<file path="src/rtl/mem_port_arbiter_if.sv">
// ---------------------------------------------------------------------------
// mem_port_arbiter_if
//   Bundles every signal between the single-port data memory arbiter, its two
//   requesters (instruction fetch and MEM stage) and the memory itself.
//
//   Signal groups:
//     if_*            fetch requester: req/address in, ready/valid/rdata out
//     dm_*            data requester: req/write/address/wdata in,
//                     ready/valid/rdata out
//     mem_*           memory side: read/write strobes, address, wdata out;
//                     rdata in
//     stall_*         per-stage stall indications for the hazard logic
//     conflict_count  saturating count of cycles with both requests present
//
//   Modports:
//     slave  - the arbiter's view
//     master - the view of the pipeline and memory around the arbiter
// ---------------------------------------------------------------------------
interface mem_port_arbiter_if #(
  parameter int ADDR_W = 32,
  parameter int DATA_W = 32,
  parameter int CNT_W  = 16
);
  // Fetch requester
  logic              if_req;
  logic [ADDR_W-1:0] if_address;
  logic              if_ready;
  logic              if_valid;
  logic [DATA_W-1:0] if_rdata;

  // Data requester
  logic              dm_req;
  logic              dm_write;
  logic [ADDR_W-1:0] dm_address;
  logic [DATA_W-1:0] dm_wdata;
  logic              dm_ready;
  logic              dm_valid;
  logic [DATA_W-1:0] dm_rdata;

  // Memory port
  logic              mem_read;
  logic              mem_write;
  logic [ADDR_W-1:0] mem_address;
  logic [DATA_W-1:0] mem_wdata;
  logic [DATA_W-1:0] mem_rdata;

  // Hazard / statistics
  logic              stall_fetch;
  logic              stall_mem;
  logic [CNT_W-1:0]  conflict_count;

  modport slave (
    input  if_req, if_address,
    input  dm_req, dm_write, dm_address, dm_wdata,
    input  mem_rdata,
    output if_ready, if_valid, if_rdata,
    output dm_ready, dm_valid, dm_rdata,
    output mem_read, mem_write, mem_address, mem_wdata,
    output stall_fetch, stall_mem, conflict_count
  );

  modport master (
    output if_req, if_address,
    output dm_req, dm_write, dm_address, dm_wdata,
    output mem_rdata,
    input  if_ready, if_valid, if_rdata,
    input  dm_ready, dm_valid, dm_rdata,
    input  mem_read, mem_write, mem_address, mem_wdata,
    input  stall_fetch, stall_mem, conflict_count
  );
endinterface

</file>
<file path="src/rtl/mem_port_arbiter.sv">
// ---------------------------------------------------------------------------
// mem_port_arbiter
//   Shares one single-port data memory between instruction fetch and the MEM
//   stage. One access is granted per cycle; data wins unless fetch has been
//   passed over MAX_DATA_RUN times in a row, in which case fetch is forced.
//   Accepted reads are tracked by a {valid, owner} tag pipeline whose depth
//   equals the memory read latency, so returning data is flagged on the
//   correct requester's valid.
//
//   Ports:
//     clock  - system clock, rising edge
//     reset  - asynchronous, active-low reset
//     bus    - mem_port_arbiter_if.slave (fetch, data, memory, stall and
//              statistics signals)
// ---------------------------------------------------------------------------
module mem_port_arbiter #(
  parameter int ADDR_W       = 32,
  parameter int DATA_W       = 32,
  parameter int READ_LATENCY = 1,   // 1..4
  parameter int MAX_DATA_RUN = 3,
  parameter int CNT_W        = 16
) (
  input logic                clock,
  input logic                reset,
  mem_port_arbiter_if.slave  bus
);

  localparam int RUN_W = (MAX_DATA_RUN < 1) ? 1 : $clog2(MAX_DATA_RUN + 1);
  localparam logic [RUN_W-1:0] RUN_MAX = RUN_W'(MAX_DATA_RUN);

  typedef enum logic [1:0] {
    GNT_NONE,
    GNT_FETCH,
    GNT_DATA
  } grant_e;

  grant_e                  w_grant;
  logic                    w_force_if;
  logic [RUN_W-1:0]        r_run_cnt;
  logic [READ_LATENCY-1:0] r_tag_valid;
  logic [READ_LATENCY-1:0] r_tag_owner;   // 0 = fetch, 1 = data
  logic [CNT_W-1:0]        r_conflict_cnt;

  // -------------------------------------------------------------------------
  // Grant selection. Held at "no grant" while reset is asserted so that the
  // ready and strobe outputs are quiet during reset.
  // -------------------------------------------------------------------------
  always_comb begin
    // NOTE: every always_comb output gets a default first; a path that leaves
    // a signal unassigned would otherwise infer a latch.
    w_grant    = GNT_NONE;
    w_force_if = bus.if_req && (r_run_cnt == RUN_MAX);
    if (reset) begin
      if (bus.dm_req && !w_force_if) w_grant = GNT_DATA;
      else if (bus.if_req)           w_grant = GNT_FETCH;
    end
  end

  // -------------------------------------------------------------------------
  // Memory drive and handshakes
  // -------------------------------------------------------------------------
  always_comb begin
    bus.mem_read    = 1'b0;
    bus.mem_write   = 1'b0;
    bus.mem_address = '0;
    bus.mem_wdata   = '0;
    unique case (w_grant)
      GNT_DATA: begin
        bus.mem_address = bus.dm_address;
        bus.mem_read    = !bus.dm_write;
        bus.mem_write   = bus.dm_write;
        bus.mem_wdata   = bus.dm_wdata;
      end
      GNT_FETCH: begin
        bus.mem_address = bus.if_address;
        bus.mem_read    = 1'b1;
      end
      default: ;
    endcase
  end

  assign bus.if_ready    = (w_grant == GNT_FETCH);
  assign bus.dm_ready    = (w_grant == GNT_DATA);
  assign bus.stall_fetch = bus.if_req && !bus.if_ready;
  assign bus.stall_mem   = bus.dm_req && !bus.dm_ready;

  // -------------------------------------------------------------------------
  // Run counter: consecutive data grants while fetch is waiting. Reaching
  // RUN_MAX forces the next grant to fetch.
  // -------------------------------------------------------------------------
  always_ff @(posedge clock or negedge reset) begin
    // NOTE: sequential state uses non-blocking assignments so every register
    // samples the pre-edge values regardless of statement order.
    if (!reset) begin
      r_run_cnt <= '0;
    end else if (!bus.if_req || (w_grant == GNT_FETCH)) begin
      r_run_cnt <= '0;
    end else if ((w_grant == GNT_DATA) && (r_run_cnt != RUN_MAX)) begin
      r_run_cnt <= r_run_cnt + RUN_W'(1);
    end
  end

  // -------------------------------------------------------------------------
  // Read tag pipeline. Stage 0 records whether a read was issued this cycle
  // and who owns it; the last stage lines up with mem_rdata.
  // -------------------------------------------------------------------------
  always_ff @(posedge clock or negedge reset) begin
    if (!reset) begin
      r_tag_valid <= '0;
      r_tag_owner <= '0;
    end else begin
      r_tag_valid[0] <= bus.mem_read;
      r_tag_owner[0] <= (w_grant == GNT_DATA);
      for (int i = 1; i < READ_LATENCY; i++) begin
        r_tag_valid[i] <= r_tag_valid[i-1];
        r_tag_owner[i] <= r_tag_owner[i-1];
      end
    end
  end

  assign bus.if_valid = r_tag_valid[READ_LATENCY-1] && !r_tag_owner[READ_LATENCY-1];
  assign bus.dm_valid = r_tag_valid[READ_LATENCY-1] &&  r_tag_owner[READ_LATENCY-1];
  assign bus.if_rdata = bus.mem_rdata;
  assign bus.dm_rdata = bus.mem_rdata;

  // -------------------------------------------------------------------------
  // Conflict counter, saturating at all-ones
  // -------------------------------------------------------------------------
  always_ff @(posedge clock or negedge reset) begin
    if (!reset) begin
      r_conflict_cnt <= '0;
    end else if (bus.if_req && bus.dm_req && (r_conflict_cnt != '1)) begin
      r_conflict_cnt <= r_conflict_cnt + CNT_W'(1);
    end
  end

  assign bus.conflict_count = r_conflict_cnt;

endmodule

</file>
<file path="src/flat_wrapper.sv">
// flat-port wrapper written by rule: the top's interface ports become plain ports
module mem_port_arbiter_flat 
#(
  parameter int ADDR_W       = 32,
  parameter int DATA_W       = 32,
  parameter int READ_LATENCY = 1,          
  parameter int MAX_DATA_RUN = 3,
  parameter int CNT_W        = 16
)
  (clock, reset, bus_if_req, bus_if_address, bus_dm_req, bus_dm_write, bus_dm_address, bus_dm_wdata, bus_mem_rdata, bus_if_ready, bus_if_valid, bus_if_rdata, bus_dm_ready, bus_dm_valid, bus_dm_rdata, bus_mem_read, bus_mem_write, bus_mem_address, bus_mem_wdata, bus_stall_fetch, bus_stall_mem, bus_conflict_count);
  mem_port_arbiter_if #(.ADDR_W(ADDR_W), .DATA_W(DATA_W), .CNT_W(CNT_W)) bus_i ();
  input logic clock;
  input logic reset;
  input wire logic [$bits(bus_i.if_req)-1:0] bus_if_req;
  input wire logic [$bits(bus_i.if_address)-1:0] bus_if_address;
  input wire logic [$bits(bus_i.dm_req)-1:0] bus_dm_req;
  input wire logic [$bits(bus_i.dm_write)-1:0] bus_dm_write;
  input wire logic [$bits(bus_i.dm_address)-1:0] bus_dm_address;
  input wire logic [$bits(bus_i.dm_wdata)-1:0] bus_dm_wdata;
  input wire logic [$bits(bus_i.mem_rdata)-1:0] bus_mem_rdata;
  output wire logic [$bits(bus_i.if_ready)-1:0] bus_if_ready;
  output wire logic [$bits(bus_i.if_valid)-1:0] bus_if_valid;
  output wire logic [$bits(bus_i.if_rdata)-1:0] bus_if_rdata;
  output wire logic [$bits(bus_i.dm_ready)-1:0] bus_dm_ready;
  output wire logic [$bits(bus_i.dm_valid)-1:0] bus_dm_valid;
  output wire logic [$bits(bus_i.dm_rdata)-1:0] bus_dm_rdata;
  output wire logic [$bits(bus_i.mem_read)-1:0] bus_mem_read;
  output wire logic [$bits(bus_i.mem_write)-1:0] bus_mem_write;
  output wire logic [$bits(bus_i.mem_address)-1:0] bus_mem_address;
  output wire logic [$bits(bus_i.mem_wdata)-1:0] bus_mem_wdata;
  output wire logic [$bits(bus_i.stall_fetch)-1:0] bus_stall_fetch;
  output wire logic [$bits(bus_i.stall_mem)-1:0] bus_stall_mem;
  output wire logic [$bits(bus_i.conflict_count)-1:0] bus_conflict_count;
  assign bus_i.if_req = bus_if_req;
  assign bus_i.if_address = bus_if_address;
  assign bus_i.dm_req = bus_dm_req;
  assign bus_i.dm_write = bus_dm_write;
  assign bus_i.dm_address = bus_dm_address;
  assign bus_i.dm_wdata = bus_dm_wdata;
  assign bus_i.mem_rdata = bus_mem_rdata;
  assign bus_if_ready = bus_i.if_ready;
  assign bus_if_valid = bus_i.if_valid;
  assign bus_if_rdata = bus_i.if_rdata;
  assign bus_dm_ready = bus_i.dm_ready;
  assign bus_dm_valid = bus_i.dm_valid;
  assign bus_dm_rdata = bus_i.dm_rdata;
  assign bus_mem_read = bus_i.mem_read;
  assign bus_mem_write = bus_i.mem_write;
  assign bus_mem_address = bus_i.mem_address;
  assign bus_mem_wdata = bus_i.mem_wdata;
  assign bus_stall_fetch = bus_i.stall_fetch;
  assign bus_stall_mem = bus_i.stall_mem;
  assign bus_conflict_count = bus_i.conflict_count;
  mem_port_arbiter #(.ADDR_W(ADDR_W), .DATA_W(DATA_W), .READ_LATENCY(READ_LATENCY), .MAX_DATA_RUN(MAX_DATA_RUN), .CNT_W(CNT_W)) u_core (.clock(clock), .reset(reset), .bus(bus_i));
endmodule
</file>
<file path="config.mk">
export PLATFORM = sky130hd
export DESIGN_NAME = mem_port_arbiter_flat
export DESIGN_NICKNAME = d
export VERILOG_FILES = /design/src/rtl/mem_port_arbiter_if.sv /design/src/rtl/mem_port_arbiter.sv /design/src/flat_wrapper.sv
export SDC_FILE = /design/constraint.sdc
export NUM_CORES = 1
export LEC_CHECK = 0
export BUFFER_PORTS_ARGS = -buffer_cell sky130_fd_sc_hd__buf_4
export CAP_MARGIN = 25
export CORE_AREA = 2 2 110 112
export CTS_CLUSTER_DIAMETER = 30
export CTS_CLUSTER_SIZE = 20
export DETAILED_ROUTE_END_ITERATION = 6
export DIE_AREA = 0 0 112 114
export HOLD_SLACK_MARGIN = 0.03
export PLACE_DENSITY_LB_ADDON = 0.2
export SLEW_MARGIN = 25
export SYNTH_ARGS = -nofsm -noshare
export SYNTH_HDL_FRONTEND = slang
export SYNTH_SLANG_ARGS = --single-unit
</file>
<file path="constraint.sdc">
create_clock -name clock -period 4.4 [get_ports clock]
set_input_delay 0 -clock clock [delete_from_list [all_inputs] [get_ports clock]]
set_output_delay 0 -clock clock [all_outputs]
set_load 0.01 [all_outputs]
</file>
==> out/metrics.yaml <==
hold_end: "u_core.r_run_cnt[0]"
cp.arrival_ns: 2.57
overflow: 0
powerDensity_nw_per_um2: 229
finish.utilization: 0.314
vias_per_cell: 4.32
place_ws_ns: 1.78
fp.dieH_um: 114
leakage_nw: 1.83
r2r-start: "u_core.r_run_cnt[0]"
startpoint_type: "input pin"
num_rows: 40
clkTransAtPathRegs_ns: 0.06
ys_top_cells_by_area: "dfrtp_1 (23%), buf_4 (22%), a22oi_1 (11%)"
synth_area_um2: 2160
crit_chain: "dlygate4sd3_1 > buf_4 > nand2_1 > a21oi_4 > buf_4 > ha_2 > nor2_1 > buf_4"
synth_cell_types: 31
syn_avg_cell_area_um2: 7.90
syn_inst: 274
maxSlewViolCount: 0
final.setup.tns_ns: 0
hp-start: "bus_if_req"
grt_use_total: 0.122
vdd_drop_max_uv: 200
finalCriticalPeriod_ns: 2.57
yosysTopAreaCellShare: 0.231
rsz0062_at_grt: "no"
placedInstanceArea_um2: 3250
grt_first_pass_wirelength_um: 12700
clock_insertion_delay_worst_skew_ns: 0.26
ys_seq_elements: 20
r2r_slack_ns: 2.24
maxCapViolations: 0
max_stage_delay_ns: 0.72
finalWeightedCongestion: 0.754
fin_crit_sh: 0.584
worst_pin_slew_ns: 0.689
hold-worst-slack_ns: 0.0283
firstDrtPassIters: 4
yosys.area.top_type: "dfrtp_1"
path_class: "input pin to output port"
final_nets: 560
r2r-end: "u_core.r_tag_valid"
whs_path_depth: 2
crit_required_ns: 4.40
dpl.hpwl_um: 6490
cts_root_buf: "clkbuf_16"
holdCritPathClass: "input pin to register"
core_area_um2: 11700
fin_skew_ns: 0.00388
io_buffers: 188
num_io_pins: 285
synth.most_common_cell: "buf_4"
antenna_found_initial: 0
initial_core_util: 0.185
finalInstanceArea_um2: 3680
cts_tree: "yes"
drive_gt1_frac: 0.486
cts_setup_buffers: 0
p_total_mw: 0.841
drtIter0Drc: 90
synth-seq-area-share: 0.231
setup_viol: 0
finalNonFillerCells: 569
die_area_um2: 12800
syn_nets: 411
crit_buf_inv: 4
yosys_warnings: 0
drc: 0
grt_pass1_vias: 2417
async_flop_share: 1.00
cts_max_level: 1
synth_edf_count: 0
relSlewSlack: 0.540
cts_sinks: 20
status: "finished clean"
end_kind: "output port"
synth_common_cells: "buf_4 (64), and2_1 (35), nor2_1 (33)"
wl_per_cell_um: 15.5
timing.final.hold_violations: 0
routed_wirelength_um: 8820
synthFlopType: "dfrtp_1"
crit_family: "buffers and inverters"
reg2reg_depth: 6
vias: 2459
antenna_cells: 0
ant_nets: 0
critPathMostFrequentCell: "buf_4"
cts_buffer_depth: 2
grt_max_degree: 67
timing.fmax_mhz: 389
slowest_stage: "ha_2"
cp_max_fo: 34
nFillCells: 1279
fp.dieW_um: 112
fin_ws_ns: 1.83
cts_inserted_buffers: 3
placedCellCount: 532
areaGrowthSynthToFinish_pct: 70.0
flip-flops by register name (all words and copies together), names as in the netlist:
name / cells
u_core.r_run_cnt: 2
u_core.r_tag_valid: 1
u_core.r_tag_owner: 1
u_core.bus.conflict_count: 16
placed cells by master, fill, tap and decap left out, types with 3 or more instances in the layout:
cell type      synthesis  layout
buf_4                 64     189
and2_1                35      35
nor2_1                33      33
dlygate4sd3_1          0      33
a22oi_1               32      32
dfrtp_1               20      20
xor2_1                11      11
inv_1                  7       7
nor3_1                 7       7
nand2_1                6       6
nand3_1                6       6
nor2b_1                5       5
nor4_1                 5       5
a21oi_1                4       3
xnor2_1                3       3
clkbuf_16              0       3
worst max path at each step:
stage,start,depth (start not counted),slack (ns),to
after detailed placement,u_core.r_run_cnt[0],9,1.78,bus_mem_address[30]
after global routing,reset,8,1.59,bus_mem_read
after floorplan,u_core.r_run_cnt[0],8,2.39,u_core.r_tag_valid
after CTS,u_core.r_run_cnt[0],9,1.48,bus_mem_address[30]
final,reset,8,1.83,bus_mem_read
after global placement,u_core.r_run_cnt[0],7,1.86,bus_mem_read
metal layers:
layer / track usage / part of all wire
met1: 0.150 / 0.38
met2: 0.215 / 0.52
met3: 0.0329 / 0.090
met4: 0.0285 / 0.012
met5: 0 / 0
cell type report:
| class | count | area, um^2 | area share |
|---|---|---|---|
| inverters | 7 | 26.3 | 0.00715 |
| multi-input cells | 169 | 1130 | 0.307 |
| repair buffers | 222 | 1750 | 0.476 |
| clock buffers | 4 | 88.8 | 0.0242 |
| well taps | 147 | 184 | 0.0500 |
| flip-flops and latches | 20 | 500 | 0.136 |
worst reg2reg max path, stage by stage (launching register included):
cell	delay, ns
dfrtp_1	0.39
ha_1	0.21
inv_1	0.11
a21oi_4	0.06
buf_4	0.26
ha_2	0.84
nor2_1	0.15
kinds of logic after synthesis:
group | Yosys count | synth area share
buffers and inverters | 85 | 0.259
adders and majority gates | 4 | 0.0231
DFF | 20 | 0.231
and+or+nand+nor | 111 | 0.291
AOI/OAI and AO/OA | 38 | 0.127
xor gates and xnor gates | 14 | 0.0567
muxes | 2 | 0.0116
repair_timing:
action | in CTS | in global routing
resized for setup | 0 | 0
hold buffers | 33 | 0
hold endpoints to repair | 84 | 0
where the power goes:
group	internal, mW	leakage [nW]	switching, mW
clock network	0.139	0.0442	0.0701
registers	0.216	0.253	0.0523
logic	0.199	1.53	0.164
No activity file was read; power rests on OpenSTA's default activity.
